--- config.mk ---
export PLATFORM = sky130hd
export DESIGN_NAME = decode_prefix_stream_flat
export DESIGN_NICKNAME = d
export VERILOG_FILES = /design/src/rtl/decode_prefix_stream_if.sv /design/src/rtl/decode_prefix_stream.sv /design/src/flat_wrapper.sv
export SDC_FILE = /design/constraint.sdc
export NUM_CORES = 1
export LEC_CHECK = 0
export CAP_MARGIN = 20
export CORE_MARGIN = 4
export CORE_UTILIZATION = 42
export CTS_CLUSTER_DIAMETER = 100
export DETAILED_ROUTE_END_ITERATION = 8
export PLACE_DENSITY_LB_ADDON = 0.15
export SLEW_MARGIN = 20
export SYNTH_ARGS = -nofsm -noshare
export SYNTH_HDL_FRONTEND = slang
export SYNTH_SLANG_ARGS = --single-unit
--- constraint.sdc ---
create_clock -name i_clk -period 2.4 [get_ports i_clk]
set_clock_uncertainty 0.1 [all_clocks]
set_input_delay 0.48 -clock i_clk [delete_from_list [all_inputs] [get_ports i_clk]]
set_output_delay 0.48 -clock i_clk [all_outputs]
set_load 0.02 [all_outputs]
--- src/rtl/decode_prefix_stream_if.sv ---
`default_nettype none
// ============================================================================
//  decode_prefix_stream_if
//  Byte-stream and prefix-record bundle for decode_prefix_stream.
//  master: stream source / record consumer side.  slave: the decoder.
//  Revision: 1.0
// ============================================================================
interface decode_prefix_stream_if #(
  parameter int CNT_W = 4
);
  logic             i_flush;
  logic             i_default_32;
  logic             i_byte_valid;
  logic [7:0]       i_byte;
  logic             o_byte_ready;
  logic             o_prefix_valid;
  logic             i_prefix_ready;
  logic             o_lock;
  logic             o_rep_ne;
  logic             o_rep_e;
  logic             o_seg_override;
  logic [2:0]       o_seg_index;
  logic             o_operand_size;
  logic             o_address_size;
  logic             o_operand_32;
  logic             o_address_32;
  logic [CNT_W-1:0] o_prefix_count;
  logic             o_error_repeat;
  logic             o_error_limit;

  modport master (
    output i_flush, i_default_32, i_byte_valid, i_byte, i_prefix_ready,
    input  o_byte_ready, o_prefix_valid, o_lock, o_rep_ne, o_rep_e,
           o_seg_override, o_seg_index, o_operand_size, o_address_size,
           o_operand_32, o_address_32, o_prefix_count, o_error_repeat,
           o_error_limit
  );

  modport slave (
    input  i_flush, i_default_32, i_byte_valid, i_byte, i_prefix_ready,
    output o_byte_ready, o_prefix_valid, o_lock, o_rep_ne, o_rep_e,
           o_seg_override, o_seg_index, o_operand_size, o_address_size,
           o_operand_32, o_address_32, o_prefix_count, o_error_repeat,
           o_error_limit
  );
endinterface
`default_nettype wire

--- src/rtl/decode_prefix_stream.sv ---
`default_nettype none
// ============================================================================
//  decode_prefix_stream
//  Sequential x86 prefix absorber: consumes one stream byte per cycle, folds
//  prefix bytes into a registered record and hands record + opcode byte to
//  the opcode decoder over a valid/ready handshake.
//  Optional macro DECODE_PREFIX_STRICT_GROUP_EN enables same-group repeat
//  detection (o_error_repeat); without it o_error_repeat is tied low.
//  Revision: 1.0
// ============================================================================
module decode_prefix_stream #(
  parameter int MAX_PREFIX = 14,
  parameter int CNT_W      = $clog2(MAX_PREFIX + 1)
) (
  input wire logic i_clk,
  input wire logic i_reset_n,
  decode_prefix_stream_if.slave bus
);

  typedef enum logic [0:0] {
    SCAN = 1'b0,
    HOLD = 1'b1
  } state_t;

  localparam logic [CNT_W-1:0] COUNT_MAX = CNT_W'(MAX_PREFIX);

  state_t           state;
  logic             lock;
  logic             rep_ne;
  logic             rep_e;
  logic             seg_override;
  logic [2:0]       seg_index;
  logic             operand_size;
  logic             address_size;
  logic [CNT_W-1:0] count;
  logic             error_limit;
  logic             error_repeat;

  logic             is_g1;
  logic             is_g2;
  logic             is_g3;
  logic             is_g4;
  logic             is_prefix;
  logic [2:0]       seg_code;
  logic             at_limit;
  logic             in_hold;
  logic             take_prefix;
  logic             stop_scan;
  logic             handshake;

  // Classify the current stream byte into prefix groups and segment code.
  always_comb begin
    is_g1    = 1'b0;
    is_g2    = 1'b0;
    seg_code = 3'd0;
    case (bus.i_byte)
      8'hF0, 8'hF2, 8'hF3: is_g1 = 1'b1;
      8'h26: begin is_g2 = 1'b1; seg_code = 3'd0; end
      8'h2E: begin is_g2 = 1'b1; seg_code = 3'd1; end
      8'h36: begin is_g2 = 1'b1; seg_code = 3'd2; end
      8'h3E: begin is_g2 = 1'b1; seg_code = 3'd3; end
      8'h64: begin is_g2 = 1'b1; seg_code = 3'd4; end
      8'h65: begin is_g2 = 1'b1; seg_code = 3'd5; end
      default: ;
    endcase
  end

  assign is_g3     = (bus.i_byte == 8'h66);
  assign is_g4     = (bus.i_byte == 8'h67);
  assign is_prefix = is_g1 | is_g2 | is_g3 | is_g4;
  assign at_limit  = (count == COUNT_MAX);
  assign in_hold   = (state == HOLD);

  // Flush masks every event, including the consume strobe, in its cycle.
  // The handshake also needs a valid byte: the opcode byte (or the offending
  // prefix) leaves the stream in the same cycle the record is taken.
  assign take_prefix = !bus.i_flush && bus.i_byte_valid && !in_hold && is_prefix && !at_limit;
  assign stop_scan   = !bus.i_flush && bus.i_byte_valid && !in_hold && (!is_prefix || at_limit);
  assign handshake   = !bus.i_flush && bus.i_byte_valid && in_hold && bus.i_prefix_ready;

`ifdef DECODE_PREFIX_STRICT_GROUP_EN
  logic dup_group;
  assign dup_group = (is_g1 && (lock | rep_ne | rep_e)) ||
                     (is_g2 && seg_override) ||
                     (is_g3 && operand_size) ||
                     (is_g4 && address_size);
`else
  assign error_repeat = 1'b0;
`endif

  // Scan/hold FSM together with the prefix record it builds.
  always_ff @(posedge i_clk or negedge i_reset_n) begin
    if (!i_reset_n) begin
      state        <= SCAN;
      lock         <= 1'b0;
      rep_ne       <= 1'b0;
      rep_e        <= 1'b0;
      seg_override <= 1'b0;
      seg_index    <= 3'd0;
      operand_size <= 1'b0;
      address_size <= 1'b0;
      count        <= '0;
      error_limit  <= 1'b0;
`ifdef DECODE_PREFIX_STRICT_GROUP_EN
      error_repeat <= 1'b0;
`endif
    end else if (bus.i_flush || handshake) begin
      state        <= SCAN;
      lock         <= 1'b0;
      rep_ne       <= 1'b0;
      rep_e        <= 1'b0;
      seg_override <= 1'b0;
      seg_index    <= 3'd0;
      operand_size <= 1'b0;
      address_size <= 1'b0;
      count        <= '0;
      error_limit  <= 1'b0;
`ifdef DECODE_PREFIX_STRICT_GROUP_EN
      error_repeat <= 1'b0;
`endif
    end else if (take_prefix) begin
      count <= count + 1'b1;
      if (is_g1) begin
        // Group 1 is mutually exclusive: the latest one replaces the others.
        lock   <= (bus.i_byte == 8'hF0);
        rep_ne <= (bus.i_byte == 8'hF2);
        rep_e  <= (bus.i_byte == 8'hF3);
      end
      if (is_g2) begin
        seg_override <= 1'b1;
        seg_index    <= seg_code;
      end
      if (is_g3) operand_size <= 1'b1;
      if (is_g4) address_size <= 1'b1;
`ifdef DECODE_PREFIX_STRICT_GROUP_EN
      if (dup_group) error_repeat <= 1'b1;
`endif
    end else if (stop_scan) begin
      state <= HOLD;
      // A prefix arriving with the record full terminates the run as a fault.
      if (is_prefix) error_limit <= 1'b1;
    end
  end

  assign bus.o_byte_ready   = take_prefix | handshake;
  assign bus.o_prefix_valid = in_hold;
  assign bus.o_lock         = lock;
  assign bus.o_rep_ne       = rep_ne;
  assign bus.o_rep_e        = rep_e;
  assign bus.o_seg_override = seg_override;
  assign bus.o_seg_index    = seg_index;
  assign bus.o_operand_size = operand_size;
  assign bus.o_address_size = address_size;
  assign bus.o_operand_32   = bus.i_default_32 ^ operand_size;
  assign bus.o_address_32   = bus.i_default_32 ^ address_size;
  assign bus.o_prefix_count = count;
  assign bus.o_error_repeat = error_repeat;
  assign bus.o_error_limit  = error_limit;

endmodule
`default_nettype wire

--- src/flat_wrapper.sv ---
// flat-port wrapper written by rule: the top's interface ports become plain ports
module decode_prefix_stream_flat 
#(
  parameter int MAX_PREFIX = 14,
  parameter int CNT_W      = $clog2(MAX_PREFIX + 1)
)
  (i_clk, i_reset_n, bus_i_flush, bus_i_default_32, bus_i_byte_valid, bus_i_byte, bus_i_prefix_ready, bus_o_byte_ready, bus_o_prefix_valid, bus_o_lock, bus_o_rep_ne, bus_o_rep_e, bus_o_seg_override, bus_o_seg_index, bus_o_operand_size, bus_o_address_size, bus_o_operand_32, bus_o_address_32, bus_o_prefix_count, bus_o_error_repeat, bus_o_error_limit);
  decode_prefix_stream_if #(.CNT_W(CNT_W)) bus_i ();
  input wire logic i_clk;
  input wire logic i_reset_n;
  input wire logic [$bits(bus_i.i_flush)-1:0] bus_i_flush;
  input wire logic [$bits(bus_i.i_default_32)-1:0] bus_i_default_32;
  input wire logic [$bits(bus_i.i_byte_valid)-1:0] bus_i_byte_valid;
  input wire logic [$bits(bus_i.i_byte)-1:0] bus_i_byte;
  input wire logic [$bits(bus_i.i_prefix_ready)-1:0] bus_i_prefix_ready;
  output wire logic [$bits(bus_i.o_byte_ready)-1:0] bus_o_byte_ready;
  output wire logic [$bits(bus_i.o_prefix_valid)-1:0] bus_o_prefix_valid;
  output wire logic [$bits(bus_i.o_lock)-1:0] bus_o_lock;
  output wire logic [$bits(bus_i.o_rep_ne)-1:0] bus_o_rep_ne;
  output wire logic [$bits(bus_i.o_rep_e)-1:0] bus_o_rep_e;
  output wire logic [$bits(bus_i.o_seg_override)-1:0] bus_o_seg_override;
  output wire logic [$bits(bus_i.o_seg_index)-1:0] bus_o_seg_index;
  output wire logic [$bits(bus_i.o_operand_size)-1:0] bus_o_operand_size;
  output wire logic [$bits(bus_i.o_address_size)-1:0] bus_o_address_size;
  output wire logic [$bits(bus_i.o_operand_32)-1:0] bus_o_operand_32;
  output wire logic [$bits(bus_i.o_address_32)-1:0] bus_o_address_32;
  output wire logic [$bits(bus_i.o_prefix_count)-1:0] bus_o_prefix_count;
  output wire logic [$bits(bus_i.o_error_repeat)-1:0] bus_o_error_repeat;
  output wire logic [$bits(bus_i.o_error_limit)-1:0] bus_o_error_limit;
  assign bus_i.i_flush = bus_i_flush;
  assign bus_i.i_default_32 = bus_i_default_32;
  assign bus_i.i_byte_valid = bus_i_byte_valid;
  assign bus_i.i_byte = bus_i_byte;
  assign bus_i.i_prefix_ready = bus_i_prefix_ready;
  assign bus_o_byte_ready = bus_i.o_byte_ready;
  assign bus_o_prefix_valid = bus_i.o_prefix_valid;
  assign bus_o_lock = bus_i.o_lock;
  assign bus_o_rep_ne = bus_i.o_rep_ne;
  assign bus_o_rep_e = bus_i.o_rep_e;
  assign bus_o_seg_override = bus_i.o_seg_override;
  assign bus_o_seg_index = bus_i.o_seg_index;
  assign bus_o_operand_size = bus_i.o_operand_size;
  assign bus_o_address_size = bus_i.o_address_size;
  assign bus_o_operand_32 = bus_i.o_operand_32;
  assign bus_o_address_32 = bus_i.o_address_32;
  assign bus_o_prefix_count = bus_i.o_prefix_count;
  assign bus_o_error_repeat = bus_i.o_error_repeat;
  assign bus_o_error_limit = bus_i.o_error_limit;
  decode_prefix_stream #(.MAX_PREFIX(MAX_PREFIX), .CNT_W(CNT_W)) u_core (.i_clk(i_clk), .i_reset_n(i_reset_n), .bus(bus_i));
endmodule
# Yosys cells after proc, flatten, opt, wreduce, memory -nomap -nowiden
# Index checks and enable logic that the tools add are counted.
# word_totals
reg_bits,15
wordCells,91
inputBits,14
output_inout_bits,19
# op_classes
n_eq_ne,13
addsub,1
reduce_logical,28
bitwise,6
muxes,33
# ops
operator,n
$eq A8 B6 Y1 const B,4
$eq A8 B7 Y1 const B,4
$mux W1,27
$eq A8 B8 Y1 const B,3
$pmux W3 S5,1
$reduce_bool A2 Y1,7
$reduce_and A2 Y1,5
$mux W3,3
$mux W4,2
$logic_and A1 B1 Y1,7
$reduce_or A6 Y1,1
$add A4 B1 Y4 const B,1
$eq A4 B4 Y1 const B,1
$logic_not A1 Y1,4
$or A1 B1 Y1,4
$reduce_and A3 Y1,1
$reduce_or A3 Y1,1
$logic_or A1 B1 Y1,2
$ne A2 B2 Y1 const B,1
$xor A1 B1 Y1,2

# Depth between registers and ports, before layout
# depth
word_depth,12
ltp_mapped,6
mapped_depth_nobuf,6

# Least setup slack after synthesis
# Ideal clock, no wire load.
# synth_path
path_type,input to output
from,input port bus_i_byte[3]
to,output port bus_o_byte_ready
n_path_buf,1
setup_slack_ps,27
t_required_ps,1820
cell_stages,5
arrival_ps,1793
cell_sequence,nand2b_1 or3_1 buf_2 a211o_1 a21oi_1
# synth_via
elab_chain_cells,9
elab_cells_between_ends,21
cone_classes,eq/ne: 11; mux: 2; bitwise: 4; reduce/logical: 4
# synth_lines
item,line,source
"start, declared",flat_wrapper.sv:14,input wire logic [$bits(bus_i.i_byte)-1:0] bus_i_byte;
"$eq A8 B6 Y1, or another cell as far along",decode_prefix_stream.sv:56,case (bus.i_byte)
$reduce_or A6 Y1 (no line) / $reduce_or A3 Y1 (equally long branches),n/a,
$mux W1,decode_prefix_stream.sv:56,
$or A1 B1 Y1 (2 in series),decode_prefix_stream.sv:70,assign is_prefix = is_g1 | is_g2 | is_g3 | is_g4;
$or A1 B1 Y1 *,decode_prefix_stream.sv:70,
$logic_and A1 B1 Y1 * (2 in series),decode_prefix_stream.sv:77,assign take_prefix = !bus.i_flush && bus.i_byte_valid && !in_hold && is_prefix && !at_limit;
$or A1 B1 Y1 *,decode_prefix_stream.sv:145,assign bus.o_byte_ready = take_prefix | handshake;
"end, declared",flat_wrapper.sv:16,output wire logic [$bits(bus_i.o_byte_ready)-1:0] bus_o_byte_ready;
# Mark *: on every way between the ends. The rest lies on a longest branch, timed or not.

# Worst setup path after layout
# layout_path
from,input port bus_i_byte[1]
to,output port bus_o_byte_ready
# Same word-level chain as after synthesis.

==> results_dict.tcl <==
set metrics [dict create \
    status "complete, no violations" \
    setup_viol 0 \
    worst_slack_ps 35.8 \
    drive_above_1_share 0.211 \
    crit_family "buffers and inverters" \
    netlist_instances 93 \
    clockBufferDepth 2 \
    fmaxAchievable_mhz 423 \
    r2r_cells 7 \
    startpoint "bus_i_byte[1]" \
    clkSlewWorstSetupHoldPaths_ps 90 \
    clock_sinks 15 \
    antenna_found_initial 0 \
    fp.dieH_um 53.2 \
    endpoint "bus_o_byte_ready" \
    cp_slowest_cell "or3_4" \
    worst_slew_pin_slew_ps 695 \
    final_max_slew_viol_count 0 \
    grt_pass1_vias 861 \
    die_x_um 53.2 \
    nets 159 \
    preCtsSetupSlack_ps -727 \
    avgSynthCellArea_um2 9.23 \
    criticalPathCategory "primary input to primary output" \
    drt_iter0_drc 16 \
    die_area_um2 2830 \
    r2r-start "u_core.bus.o_prefix_count[0]" \
    holdCritPathClass "register to register" \
    dr_total_vias 864 \
    routabilityCongestion 0.788 \
    initial_utilization 0.442 \
    p_per_area_nw_per_um2 359 \
    postRouteWirelength_mm 2.14 \
    place_area_um2 1310 \
    hp-start "u_core.bus.o_error_limit" \
    finalCriticalPeriod_ps 2360 \
    worstPathCellList "clkdlybuf4s15_1, nor2b_4, or3_4, a211o_1, a21oi_2, buf_4" \
    cts_hold_buf 0 \
    diodes 0 \
    worstPathArrival_ps 1780 \
    design_area_um2 1370 \
    grt.overflow.total 0 \
    cp-start-kind "primary input" \
    core_um2 1940 \
    post-route-drc-count 0 \
    grt_usage 0.175 \
    dp_cells 164 \
    irDropWorstVdd_v 0.000293 \
    finalPower_mw 0.491 \
    syn2layout_area_growth_pct 59.3 \
    dp_hpwl_mm 1.61 \
    ctsRootBufferMaster "clkbuf_4" \
    ff2ff_setup_slack_ps 580 \
    num_io_pins 33 \
    cts_tree "yes" \
    fin_crit_sh 0.985 \
    cp_slowest_stage_delay_ps 330 \
    ys_types 34 \
    final_hold_viol_count 0 \
    worst-path-stages 6 \
    wl_per_cell_um 12.7 \
    crit_buf_inv 2 \
    crit_path_max_fanout 4 \
    ant_nets 0 \
    grt_max_degree 17 \
    final_cells 169 \
    timing.slew.headroom 0.535 \
    avgViaCountPerCell 5.11 \
    crit_path_end_kind "primary output" \
    final_util 0.704 \
    drv_cap 0 \
    clock_latency_ps 280 \
    worstPathRequired_ps 1820 \
    synth.cell_area_um2 858 \
    dr.pass1.iters 4 \
    fillers 160 \
    ys_warn_count 0 \
    grt_pass1_wl_mm 3.62 \
    port_buffers 31 \
    r2r-end "u_core.bus.o_seg_index[1]" \
    synth_nets 109 \
    synth.ff_latch_count 15 \
    h-tree-depth 1 \
    seq_area_frac_synth 0.437 \
    worstHoldPathCells 1 \
    p_leak_nw 0.610 \
    rows 16 \
    cts_buffers 3 \
]
metal layers:
| layer | track usage | vias to the layer above | part of all wire |
|---|---|---|---|
| li1 | - | 431 | - |
| met1 | 0.202 | 411 | 0.44 |
| met2 | 0.312 | 20 | 0.50 |
| met3 | 0.0366 | 2 | 0.051 |
| met4 | 0.0638 | 0 | 0.0042 |
| met5 | 0 | - | 0 |
state kept, by name, indices dropped and copies added, names as in the netlist:
| signal | flops |
|---|---|
| u_core.bus.o_rep_ne | 1 |
| u_core.bus.o_error_limit | 1 |
| u_core.bus.o_rep_e | 1 |
| u_core.bus.o_operand_size | 1 |
| u_core.bus.o_prefix_count | 4 |
| u_core.bus.o_lock | 1 |
| u_core.bus.o_seg_override | 1 |
| u_core.bus.o_address_size | 1 |
| u_core.bus.o_prefix_valid | 1 |
| u_core.bus.o_seg_index | 3 |
per-stage QoR:
stage,setup TNS (ps),hold WS (ps)
6_report,0,397
3_5_place_dp,-727,384
2_1_floorplan,0,84.4
5_1_grt,-48.9,457
3_3_place_gp,-698,377
4_1_cts,0,406
Yosys cell counts:
cell	count	area, um2
or3_1	1	6.26
conb_1	1	3.75
o22ai_1	2	12.5
buf_2	1	5.00
dfrtp_1	15	375
ha_1	2	25.0
nor4_1	2	12.5
a22oi_1	1	7.51
a21boi_0	3	22.5
nand2_1	16	60.1
or3b_1	1	8.76
a211oi_1	3	22.5
nor3_1	2	10.0
xor2_1	2	17.5
a31oi_1	1	6.26
nor2_1	1	3.75
mux2i_1	5	50.1
nand2b_1	7	43.8
nor3b_1	2	15.0
and3_1	1	6.26
o21ai_0	4	20.0
nand3b_1	2	15.0
and2_1	1	6.26
nor2b_1	2	12.5
nand3_1	2	10.0
a211o_1	1	8.76
buf_4	1	7.51
inv_1	3	11.3
nand4b_1	1	8.76
o21bai_1	1	7.51
a32o_1	1	10.0
clkbuf_1	1	3.75
o21a_1	1	7.51
a21oi_1	3	15.0
power by group:
part / total [mW] / internal [mW] / switching, mW
Clock: 0.142 / 0.0618 / 0.0807
Combinational: 0.0908 / 0.0453 / 0.0455
Sequential: 0.258 / 0.255 / 0.00281
worst min path at each step:
stage                                      to
floorplan           u_core.bus.o_address_size
global placement     u_core.bus.o_error_limit
detailed placement   u_core.bus.o_error_limit
CTS                  u_core.bus.o_error_limit
global route         u_core.bus.o_error_limit
finish               u_core.bus.o_error_limit
cells in the final DEF (no fill, tap or decap), types with 3 or more instances in the layout:
| cell | count |
|---|---|
| mux2i_1 | 5 |
| a21boi_0 | 3 |
| nand2b_1 | 6 |
| inv_1 | 3 |
| nand2_1 | 16 |
| clkdlybuf4s15_1 | 6 |
| clkbuf_4 | 3 |
| clkdlybuf4s50_1 | 20 |
| a211oi_1 | 3 |
| dfrtp_1 | 15 |
| o21ai_0 | 4 |
| buf_4 | 18 |
final cells by class:
class,instances,area (um2),area share
clock inverter,1,5.00,0.00366
clock buffer,3,22.5,0.0165
multi-input combinational,72,489,0.358
timing repair buffer,48,430,0.315
tap,27,33.8,0.0247
inverter,3,11.3,0.00823
sequential,15,375,0.274
logic make-up (layout without fill, tap and decap cells):
logic type               after synthesis  after routing  synth area share
other                                  1              1           0.00437
XOR/XNOR                               2              2            0.0204
flip-flops                            15             15             0.437
adder cells (fa/ha/maj)                2              2            0.0291
buffers and inverters                  6             55            0.0321
AND/OR/NAND/NOR                       41             41             0.255
AO/OA/AOI/OAI                         21             21             0.163
multiplexers                           5              5            0.0583
what timing repair did:
item,in CTS,in global routing
setup buffers,1,0
endpoints found under the setup margin,1,3
gates resized for setup,18,14
pin swaps,6,4
No activity file was read; power rests on OpenSTA's default activity.
